File: src/rtl/z80_io_master_if.sv
// Bus bundle for z80_io_master: the RISC-V register window on one side and
// the Z80 I/O initiator pins on the other.
interface z80_io_master_if;
    logic       io_valid;
    logic [3:0] rv_adr;
    logic       rv_wstr;
    logic [7:0] rv_wdata;
    logic [7:0] rv_rdata;
    logic       rv_ready;
    logic [7:0] z80adr;
    logic [7:0] z80do;
    logic [7:0] z80di;
    logic       z80_iorq_n;
    logic       z80_rd_n;
    logic       z80_wr_n;
    logic       z80_wait_n;

    modport master (
        input  io_valid, rv_adr, rv_wstr, rv_wdata, z80di, z80_wait_n,
        output rv_rdata, rv_ready, z80adr, z80do, z80_iorq_n, z80_rd_n, z80_wr_n
    );

    modport slave (
        output io_valid, rv_adr, rv_wstr, rv_wdata, z80di, z80_wait_n,
        input  rv_rdata, rv_ready, z80adr, z80do, z80_iorq_n, z80_rd_n, z80_wr_n
    );
endinterface

File: src/rtl/z80_io_master.sv
// Firmware-driven Z80 I/O bus initiator: register window loads ADDR/WDATA,
// a CMD write launches one T1/T2/TWA/TW*/T3 I/O cycle with wait and timeout.
module z80_io_master #(
    parameter int unsigned TIMEOUT_CYCLES = 255,
    parameter logic [7:0]  TIMEOUT_RDATA  = 8'hFF
) (
    input logic            clk,
    input logic            reset,
    z80_io_master_if.master bus
);
    typedef enum logic [2:0] {S_IDLE, S_T1, S_T2, S_TWA, S_TW, S_T3} state_t;

    localparam logic [7:0] TMO = 8'(TIMEOUT_CYCLES);

    state_t     state, state_nxt;
    logic [7:0] addr_q, wdata_q, rdata_q, wcnt;
    logic [7:0] z80adr_q, z80do_q, rv_rdata_q, rd_mux;
    logic       is_write, done, timeout, cmd_dropped, rv_ready_q;
    logic       acc, wr_acc, cmd_wr, busy;
    logic       strobe_on, cyc_end, cyc_abort, wcnt_inc;

    // An access is accepted on the edge where rv_ready rises, so a held
    // io_valid only produces one effect per pulse.
    assign acc    = bus.io_valid && !rv_ready_q;
    assign wr_acc = acc && bus.rv_wstr;
    assign cmd_wr = wr_acc && (bus.rv_adr == 4'd2);
    assign busy   = (state != S_IDLE);

    always_ff @(posedge clk) begin
        if (reset) state <= S_IDLE;
        else       state <= state_nxt;
    end

    always_comb begin
        state_nxt = state;
        strobe_on = 1'b0;
        cyc_end   = 1'b0;
        cyc_abort = 1'b0;
        wcnt_inc  = 1'b0;
        case (state)
            S_IDLE: if (cmd_wr) state_nxt = S_T1;
            S_T1:   state_nxt = S_T2;
            S_T2: begin
                strobe_on = 1'b1;
                state_nxt = S_TWA;
            end
            S_TWA: begin
                strobe_on = 1'b1;
                state_nxt = S_TW;
            end
            S_TW: begin
                strobe_on = 1'b1;
                if (bus.z80_wait_n) begin
                    state_nxt = S_T3;
                end else if (wcnt + 8'd1 == TMO) begin
                    cyc_abort = 1'b1;
                    state_nxt = S_IDLE;
                end else begin
                    wcnt_inc = 1'b1;
                end
            end
            S_T3: begin
                strobe_on = 1'b1;
                cyc_end   = 1'b1;
                state_nxt = S_IDLE;
            end
            default: state_nxt = S_IDLE;
        endcase
    end

    always_comb begin
        rd_mux = 8'h00;
        case (bus.rv_adr)
            4'd0: rd_mux = addr_q;
            4'd1: rd_mux = wdata_q;
            4'd3: rd_mux = {4'b0000, cmd_dropped, timeout, done, busy};
            4'd4: rd_mux = rdata_q;
            default: rd_mux = 8'h00;
        endcase
    end

    always_ff @(posedge clk) begin
        if (reset) begin
            rv_ready_q  <= 1'b0;
            rv_rdata_q  <= 8'h00;
            addr_q      <= 8'h00;
            wdata_q     <= 8'h00;
            rdata_q     <= 8'h00;
            z80adr_q    <= 8'h00;
            z80do_q     <= 8'h00;
            wcnt        <= 8'h00;
            is_write    <= 1'b0;
            done        <= 1'b0;
            timeout     <= 1'b0;
            cmd_dropped <= 1'b0;
        end else begin
            rv_ready_q <= acc;
            if (acc) rv_rdata_q <= rd_mux;
            if (wr_acc && bus.rv_adr == 4'd0) addr_q  <= bus.rv_wdata;
            if (wr_acc && bus.rv_adr == 4'd1) wdata_q <= bus.rv_wdata;
            // Bus address/data are frozen here so register writes during a
            // cycle only affect the next one.
            if (cmd_wr) begin
                if (busy) begin
                    cmd_dropped <= 1'b1;
                end else begin
                    done        <= 1'b0;
                    timeout     <= 1'b0;
                    cmd_dropped <= 1'b0;
                    is_write    <= bus.rv_wdata[0];
                    z80adr_q    <= addr_q;
                    z80do_q     <= wdata_q;
                end
            end
            if (state == S_T1)  wcnt <= 8'h00;
            else if (wcnt_inc)  wcnt <= wcnt + 8'd1;
            if (cyc_end) begin
                done <= 1'b1;
                if (!is_write) rdata_q <= bus.z80di;
            end
            if (cyc_abort) begin
                timeout <= 1'b1;
                if (!is_write) rdata_q <= TIMEOUT_RDATA;
            end
        end
    end

    assign bus.rv_ready   = rv_ready_q;
    assign bus.rv_rdata   = rv_rdata_q;
    assign bus.z80adr     = z80adr_q;
    assign bus.z80do      = z80do_q;
    assign bus.z80_iorq_n = !strobe_on;
    assign bus.z80_rd_n   = !(strobe_on && !is_write);
    assign bus.z80_wr_n   = !(strobe_on && is_write);
endmodule

File: src/flat_wrapper.sv
// flat-port wrapper written by rule: the top's interface ports become plain ports
module z80_io_master_flat 
#(
    parameter int unsigned TIMEOUT_CYCLES = 255,
    parameter logic [7:0]  TIMEOUT_RDATA  = 8'hFF
)
  (clk, reset, bus_io_valid, bus_rv_adr, bus_rv_wstr, bus_rv_wdata, bus_z80di, bus_z80_wait_n, bus_rv_rdata, bus_rv_ready, bus_z80adr, bus_z80do, bus_z80_iorq_n, bus_z80_rd_n, bus_z80_wr_n);
  z80_io_master_if bus_i ();
  input logic clk;
  input logic reset;
  input wire logic [$bits(bus_i.io_valid)-1:0] bus_io_valid;
  input wire logic [$bits(bus_i.rv_adr)-1:0] bus_rv_adr;
  input wire logic [$bits(bus_i.rv_wstr)-1:0] bus_rv_wstr;
  input wire logic [$bits(bus_i.rv_wdata)-1:0] bus_rv_wdata;
  input wire logic [$bits(bus_i.z80di)-1:0] bus_z80di;
  input wire logic [$bits(bus_i.z80_wait_n)-1:0] bus_z80_wait_n;
  output wire logic [$bits(bus_i.rv_rdata)-1:0] bus_rv_rdata;
  output wire logic [$bits(bus_i.rv_ready)-1:0] bus_rv_ready;
  output wire logic [$bits(bus_i.z80adr)-1:0] bus_z80adr;
  output wire logic [$bits(bus_i.z80do)-1:0] bus_z80do;
  output wire logic [$bits(bus_i.z80_iorq_n)-1:0] bus_z80_iorq_n;
  output wire logic [$bits(bus_i.z80_rd_n)-1:0] bus_z80_rd_n;
  output wire logic [$bits(bus_i.z80_wr_n)-1:0] bus_z80_wr_n;
  assign bus_i.io_valid = bus_io_valid;
  assign bus_i.rv_adr = bus_rv_adr;
  assign bus_i.rv_wstr = bus_rv_wstr;
  assign bus_i.rv_wdata = bus_rv_wdata;
  assign bus_i.z80di = bus_z80di;
  assign bus_i.z80_wait_n = bus_z80_wait_n;
  assign bus_rv_rdata = bus_i.rv_rdata;
  assign bus_rv_ready = bus_i.rv_ready;
  assign bus_z80adr = bus_i.z80adr;
  assign bus_z80do = bus_i.z80do;
  assign bus_z80_iorq_n = bus_i.z80_iorq_n;
  assign bus_z80_rd_n = bus_i.z80_rd_n;
  assign bus_z80_wr_n = bus_i.z80_wr_n;
  z80_io_master #(.TIMEOUT_CYCLES(TIMEOUT_CYCLES), .TIMEOUT_RDATA(TIMEOUT_RDATA)) u_core (.clk(clk), .reset(reset), .bus(bus_i));
endmodule
File: config.mk
export PLATFORM = sky130hd
export DESIGN_NAME = z80_io_master_flat
export DESIGN_NICKNAME = d
export VERILOG_FILES = /design/src/rtl/z80_io_master_if.sv /design/src/rtl/z80_io_master.sv /design/src/flat_wrapper.sv
export SDC_FILE = /design/constraint.sdc
export NUM_CORES = 1
export LEC_CHECK = 0
export ABC_AREA = 0
export CAP_MARGIN = 30
export CORE_ASPECT_RATIO = 0.8
export CORE_UTILIZATION = 47
export CTS_CLUSTER_DIAMETER = 80
export DETAILED_ROUTE_END_ITERATION = 16
export PLACE_DENSITY = 0.82
export SETUP_SLACK_MARGIN = 0.05
export SLEW_MARGIN = 20
export SYNTH_ARGS = -nofsm -noshare
export SYNTH_HDL_FRONTEND = slang
export SYNTH_SLANG_ARGS = --single-unit
export TNS_END_PERCENT = 50
File: constraint.sdc
create_clock -name clk -period 2.1 [get_ports clk]
set_input_delay 0.21 -clock clk [delete_from_list [all_inputs] [get_ports clk]]
set_output_delay 0.21 -clock clk [all_outputs]
set_load 0.02 [all_outputs]
Word-level counts from Yosys, hierarchy flattened
Index checks and enable logic that the tools add are counted.

Flip-flop bits (word level): 64. Bits of input ports: 25. Output and inout port bits: 28. Logic and storage cells: 74.

Add/subtract/negate cells: 1. Eq/ne operators: 14. Multiplexer cells: 22. Bitwise operators: 1. Reductions and logical operators: 23.

Operator list (count): 8-bit 2-to-1 mux (4); 8-bit one-hot mux with 4 select lines (1); 3-bit one-hot mux with 5 select lines (1); 1-bit 2-to-1 mux (13); 3-bit 2-to-1 mux (3); 8-bit by 1-bit adder with 8-bit output, second input constant (1); 4-bit by 2-bit equality test with 1-bit output, second input constant (2); 8-bit equality test, second input constant (1); 2-bit AND reduction (4); 1-bit logical AND (7); 3-bit by 2-bit equality test with 1-bit output, second input constant (2); 3-bit equality test, second input constant (2); 1-bit zero test (5); 4-bit by 1-bit equality test with 1-bit output, second input constant (1); 4-bit by 3-bit equality test with 1-bit output, second input constant (1); 4-bit zero test (1); 2-bit inequality test, second input constant (2); 2-bit nonzero test (2); 4-bit OR reduction (1); 3-bit by 1-bit equality test with 1-bit output, second input constant (1); 3-bit zero test (1); 3-bit by 2-bit inequality test with 1-bit output, second input constant (1); 3-bit nonzero test (1); 2-bit by 1-bit inequality test with 1-bit output, second input constant (1); other kinds (2) (2).

Depth between registers and ports, before layout
Gate-level depths: netlist (run 1).

Word-level depth: 7. Gate-level depth with buffers: 7. Mapped depth without buffers: 6.

Least setup slack after synthesis (run 1)
Ideal clock, no wire load.

Path type: register to register. Start: register u_core.wcnt[1]. End: register (tool-made name). Library setup time: 0.074 ns. Arrival: 1.934 ns. Required time: 2.026 ns. Setup slack: 0.092 ns. Stages on the path, launching flop included: 8. Path buffers: 1. Period minus slack after synthesis: 2.008 ns. Path through: dfxtp_1 > ha_1 > xor2_1 > nand4_1 > or2_1 > or4_1 > buf_2 > a31oi_1.

RTL lines: from (decl) (RTL line z80_io_master.sv:16) `logic [7:0] addr_q, wdata_q, rdata_q, wcnt;`; from (signal assigned) (RTL line z80_io_master.sv:116) `else if (wcnt_inc) wcnt <= wcnt + 8'd1;`.

==> results.toml, run 1 <==
[critical_path]
cp.required_ns = 2.38
arrival_ns = 2.23
crit_start = "u_core.wcnt[0]$_SDFFE_PP0P_"
crit_fanout = 8
crit_type = "flop to flop"
r2r_cells = 7
reg2reg_from = "u_core.wcnt[0]$_SDFFE_PP0P_"
critPathLaunchType = "flop"
crit_path_end_kind = "flop"
r2r_slack_ns = 0.15

[synthesis]
synth-seq-cells = 64
syn_area_sq_um = 2887
ys_types = 48
syn_inst = 339
synth_edf_count = 0
ys_warn_count = 0
syn_avg_cell_area_sq_um = 8.515
synthesis.nets = 366
ys_async_sr_fraction = 0
ys_seq_area_frac = 0.4439
ys.flop_type = "dfxtp_1"

[placement]
place_hpwl_mm = 4.911
place_area_sq_um = 3591
io_buffers = 52
place.gp.congestion = 0.8551

[drt]
dr.pass1.iters = 4
vias_per_cell = 5.363
wl_mm = 6.997
drt_iter0_markers = 214
drt_drc_violations_left = 0
route.detailed.wl_per_inst_um = 14.28
vias = 2628
final_antenna_net_count = 0

[cells_and_area]
final_common_cell = "dfxtp_1"
fillers = 458
fin_util = 0.6459
final_area_sq_um = 3819
seq_area_sq_um = 1285
drive_gt1_frac = 0.1345
area_delta_synth_final_pct = 32.29
num-nets-final = 431
diodes = 0
layout_common_cells = "dfxtp_1 (61), clkdlybuf4s50_1 (51), nand2_1 (46), nor2_1 (43), a21oi_1 (28)"
multi_input_area_sq_um = 1500

[timing]
tns_ns = 0
fin_crit_sh = 0.9295
relSlewSlack = 0.6948
hold_viol = 0
clock.fmax_ghz = 0.5123
drv_slew = 0
fin_worst_skew_ns = 0.006475
worstMarginPinSlew_ns = 0.4579
finalSetupViolCount = 0
min_period_ns = 1.952
whs_ns = 0.2143
rsz0062_at_grt = "no"

[flow_run]
drv_cap = 0

[clocking]
cts_setup_buffers = 0
cts_tree = "built"
clk_latency_ns = 0.35
clock-sinks = 64
cts_root_buf = "clkbuf_8"
clkTransAtPathRegs_ns = 0.07
numCtsBuffers = 9
clk_path_buf_depth = 2
cts_hold_buf = 0
htree_levels = 3

[die]
fp-row-count = 25
coreArea_sq_um = 5912
start_util = 0.4883
die_w_um = 89.62
die-area_sq_um = 6461
die_h_um = 72.10
pin_count = 53

[power_and_ir_drop]
max-vdd-ir-drop_uv = 447.7
p_leak_nw = 1.332
p_per_area_nw_per_um2 = 631.0

[global_route]
overflow = 0
grt_pass1_vias = 2407
grt_pass1_wl_mm = 11.33
antenna_found_initial = 0
grt_max_degree = 47
track_usage = 0.2348

[worst_hold_path]
min_path_type = "input port to flop"

[run_status]
status = "finished clean"
metal layers:
layer / vias to the layer above / GRT usage / routed length (um) / part of all wire
met2: 101 / 0.3418 / 3048 / 0.44
met5: - / 0 / 0 / 0
met3: 9 / 0.07053 / 500 / 0.071
li1: 1314 / - / - / -
met1: 1204 / 0.3324 / 3353 / 0.48
met4: 0 / 0.07584 / 94 / 0.013
worst min path at each step:
stage | from | end | slack [ns] | depth (start not counted)
6_report | reset | u_core.bus.rv_rdata[7]$_SDFFE_PP0P_ | 0.21 | 2
5_1_grt | reset | u_core.bus.rv_rdata[7]$_SDFFE_PP0P_ | 0.22 | 2
4_1_cts | reset | u_core.bus.rv_rdata[7]$_SDFFE_PP0P_ | 0.20 | 2
3_5_place_dp | u_core.bus.z80adr[6]$_SDFFE_PP0P_ | u_core.bus.z80adr[6]$_SDFFE_PP0P_ | 0.45 | 2
3_3_place_gp | u_core.bus.z80do[0]$_SDFFE_PP0P_ | u_core.bus.z80do[0]$_SDFFE_PP0P_ | 0.45 | 2
2_1_floorplan | bus_rv_wdata[0] | u_core.is_write$_SDFFE_PP0P_ | 0.35 | 2
power by group:
part	internal, mW	switching (mW)	leakage [nW]
logic	0.0702	0.0738	0.723
registers	1.22	0.00276	0.517
clock network	0.547	0.499	0.0916
total	1.83	0.576	1.33
cell type report:
class / instances / area share
multi-input combinational: 242 / 0.3929
inverter: 11 / 0.01081
clock inverter: 7 / 0.01868
timing repair buffer: 76 / 0.1822
sequential: 64 / 0.3365
clock buffer: 9 / 0.03244
tap: 81 / 0.02654
timing repair:
item	CTS	global route
hold endpoints to repair	0	0
endpoints found under the setup margin	3	11
pin swaps	0	9
resized for setup	1	9
gates cloned	0	0
worst max-delay path: stages (launching register included):
cell     delay [ns]
dfxtp_2        0.34
buf_4          0.15
inv_2          0.05
ha_2           0.16
nand4_1        0.12
or2_4          0.27
or4_4          0.61
a31oi_1        0.18
synth_stat cells, types with 5 or more instances:
cell	n	area share
nand2_1	46	0.060
nor3_1	8	0.014
a31oi_1	7	0.015
xor2_1	5	0.015
xnor2_1	6	0.018
a22oi_1	8	0.021
mux2i_1	26	0.090
dfxtp_1	64	0.44
nand3_1	5	0.0087
clkbuf_1	15	0.020
o31ai_1	8	0.021
a21oi_1	28	0.049
nor2_1	43	0.056
inv_1	11	0.014
per-stage QoR:
stage / total power, mW / std cells / setup WS (ns)
floorplan: 1.311 / 339 / 0.09187
finish: 2.410 / 490 / 0.1480
global placement: 1.388 / 474 / -0.05121
CTS: 2.421 / 490 / 0.1024
detailed placement: 1.389 / 474 / -0.08280
global route: 2.484 / 490 / 0.05747
logic make-up after synthesis:
group           count (synthesis)  share of synthesized area
simple gates                  134                     0.2172
compound gates                 68                     0.1565
flops                          64                     0.4439
buf+inv                        33                    0.04638
mux                            27                    0.09406
xor+xnor                       11                    0.03338
fa+ha+maj                       2                   0.008668
No activity file was read; power rests on OpenSTA's default activity.
==> inputs of run 2 (changes only) <==
--- a/config.mk
+++ b/config.mk
@@ -8,12 +8,11 @@
 export ABC_AREA = 0
 export CAP_MARGIN = 30
 export CORE_ASPECT_RATIO = 0.8
-export CORE_UTILIZATION = 47
+export CORE_UTILIZATION = 52
 export CTS_CLUSTER_DIAMETER = 80
 export DETAILED_ROUTE_END_ITERATION = 16
-export PLACE_DENSITY = 0.82
+export PLACE_DENSITY = 0.85
 export SETUP_SLACK_MARGIN = 0.05
-export SLEW_MARGIN = 20
 export SYNTH_ARGS = -nofsm -noshare
 export SYNTH_HDL_FRONTEND = slang
 export SYNTH_SLANG_ARGS = --single-unit
==> constraint.sdc (replaced) <==
create_clock -name clk -period 1.93 [get_ports clk]
set_input_delay 0.193 -clock clk [delete_from_list [all_inputs] [get_ports clk]]
set_output_delay 0.193 -clock clk [all_outputs]
set_load 0.02 [all_outputs]
==> run 2 against run 1 <==
  * Critical path depth shrank 1
  * Combinational power grew 13%
  * Sequential power grew 9%
  * Count of clock-buffer cells in the layout grew 3
  * Routed wire length grew 13%
  * Register-to-register slack lost 0.14 ns
  * Largest power group unchanged
==> results.toml, run 2 (synthesized netlist as in run 1, its figures left out) <==
[timing]
min_period_ns = 1.923
layout_setup_ws_ns = 0.006666
fin_crit_sh = 0.9965
finalSetupViolCount = 0
clock.fmax_ghz = 0.5199
drv_slew = 0
hold_viol = 0
relSlewSlack = 0.6453
worstMarginPinSlew_ns = 0.5309
rsz0062_at_grt = "yes"
fin_worst_skew_ns = 0.006350

[die]
die_h_um = 68.64
die_w_um = 85.30
pin_count = 53
coreArea_sq_um = 5180
fp-row-count = 23
die-area_sq_um = 5855
start_util = 0.5572

[clocking]
clock-sinks = 64
cts_tree = "built"
cts_setup_buffers = 0
clkTransAtPathRegs_ns = 0.07
clk_path_buf_depth = 2
cts_hold_buf = 0
cts_root_buf = "clkbuf_8"
clk_latency_ns = 0.34
htree_levels = 3
numCtsBuffers = 9

[global_route]
grt_max_degree = 34
overflow = 0
antenna_found_initial = 0
track_usage = 0.2744
grt_pass1_vias = 2511
grt_pass1_wl_mm = 11.99

[cells_and_area]
final_common_cell = "dfxtp_1"
fillers = 362
num-nets-final = 435
drive_gt1_frac = 0.1432
diodes = 0
layout_common_cells = "dfxtp_1 (61), clkdlybuf4s50_1 (48), nand2_1 (46), nor2_1 (43), a21oi_1 (27)"
area_delta_synth_final_pct = 34.85
final_area_sq_um = 3892

[power_and_ir_drop]
p_seq_frac = 0.479
p_int_mw = 2.190
power_switching_uw = 578.8
p_clk_frac = 0.463
max-vdd-ir-drop_uv = 613.0
combPwrFrac = 0.058
p_per_area_nw_per_um2 = 711.4
switching_share = 0.2090
p_leak_nw = 1.376

[worst_hold_path]
whs_path_depth = 3
min-delay-start = "reset"
min_path_type = "input port to flop"
holdPathEnd = "u_core.wcnt[2]$_SDFFE_PP0P_"

[critical_path]
crit_path_end_kind = "flop"
r2r_slack_ns = 0.007
slowest_delay_ns = 0.56
r2r_cells = 6
critical-path-slowest-cell = "or4_4"
path_cells = "ha_4, xor2_1, nand4_1, or2_4, or4_4, a31oi_1"
reg2reg_from = "u_core.wcnt[0]$_SDFFE_PP0P_"
crit_start = "u_core.wcnt[0]$_SDFFE_PP0P_"
crit_type = "flop to flop"
arrival_ns = 2.20
crit_buf_inv = 0
cp_top_family = "simple AND/OR/NAND/NOR gates"
cp.required_ns = 2.20
crit_fanout = 8
critPathLaunchType = "flop"

[flow_run]
drv_cap = 0

[run_status]
status = "finished clean"

[drt]
vias_per_cell = 5.954
drt_drc_violations_left = 0
route.detailed.wl_per_inst_um = 16.61
final_antenna_net_count = 0
drt_iter0_markers = 226
wl_mm = 7.875
dr.pass1.iters = 6
vias = 2822

[placement]
place_area_sq_um = 3640
place.gp.congestion = 0.9049
place_hpwl_mm = 5.307
io_buffers = 52
dpl_worst_slack_ns = -0.2340
run 2: cell types whose count changed in the layout (fill, tap and decap cells not counted), moves of 2 or more:
cell	change
dlygate4sd2_1	+3
clkdlybuf4s50_1	-3
buf_12	+2
nor3_1	-2
nor3_2	+2
clkinvlp_4	-3
buf_4	+2
dfxtp_2	-2
dfxtp_4	+2
clkbuf_8	+2
run 2: how the worst max path moves through the flow:
stage           end  slack, ns  cells past startpoint
2_1_floorplan  flop       0.05                      7
3_3_place_gp   flop      -0.19                      4
3_5_place_dp   flop      -0.23                      4
4_1_cts        flop       0.02                      6
5_1_grt        flop      -0.09                      6
6_report       flop      0.007                      6
run 2: area by class of cell:
cell class | count | area [sq um] | share of cell area
sequential | 64 | 1290 | 0.3314
clock inverter | 3 | 65.06 | 0.01671
inverter | 11 | 41.29 | 0.01061
timing repair buffer | 80 | 747.0 | 0.1919
multi-input combinational | 242 | 1516 | 0.3896
tap | 62 | 77.57 | 0.01993
clock buffer | 12 | 155.1 | 0.03986
run 2: per-stage QoR:
step / setup TNS [ns] / util / total power [mW] / hold WS, ns / std cells
after global routing: -0.4213 / 0.7514 / 2.843 / 0.2485 / 474
final: 0 / 0.7514 / 2.769 / 0.2377 / 474
after global placement: -1.869 / 0.7027 / 1.511 / 0.4450 / 459
after floorplan: 0 / - / 1.425 / 0.3290 / 339
after detailed placement: -2.783 / 0.7027 / 1.514 / 0.4500 / 459
after CTS: 0 / 0.7488 / 2.769 / 0.2351 / 474
run 2: timing repair:
item | CTS | global route
resized for setup | 9 | 3
endpoints found under the setup margin | 16 | 12
gates cloned | 0 | 0
pin swaps | 4 | 0
run 2: tightest hold or removal path: cells and delay by family:
family                 cells  cell delay [ns]
buffers and inverters      1             0.09
AND/OR/NAND/NOR            2             0.25
run 2: routing by layer:
metal,share of wire,vias up,track usage
li1,-,1330,-
met1,0.44,1298,0.3368
met2,0.44,158,0.4496
met3,0.084,36,0.07619
met4,0.038,0,0.1458
met5,0,-,0
run 2: power by group through the flow:
| stage | Sequential, mW | Clock [mW] | Combinational (mW) |
|---|---|---|---|
| after floorplan | 1.36 | 0 | 0.0677 |
| after global placement | 1.36 | 0 | 0.155 |
| after CTS | 1.33 | 1.29 | 0.158 |
| after detailed placement | 1.36 | 0 | 0.157 |
| final | 1.33 | 1.28 | 0.162 |
| after global routing | 1.32 | 1.35 | 0.170 |
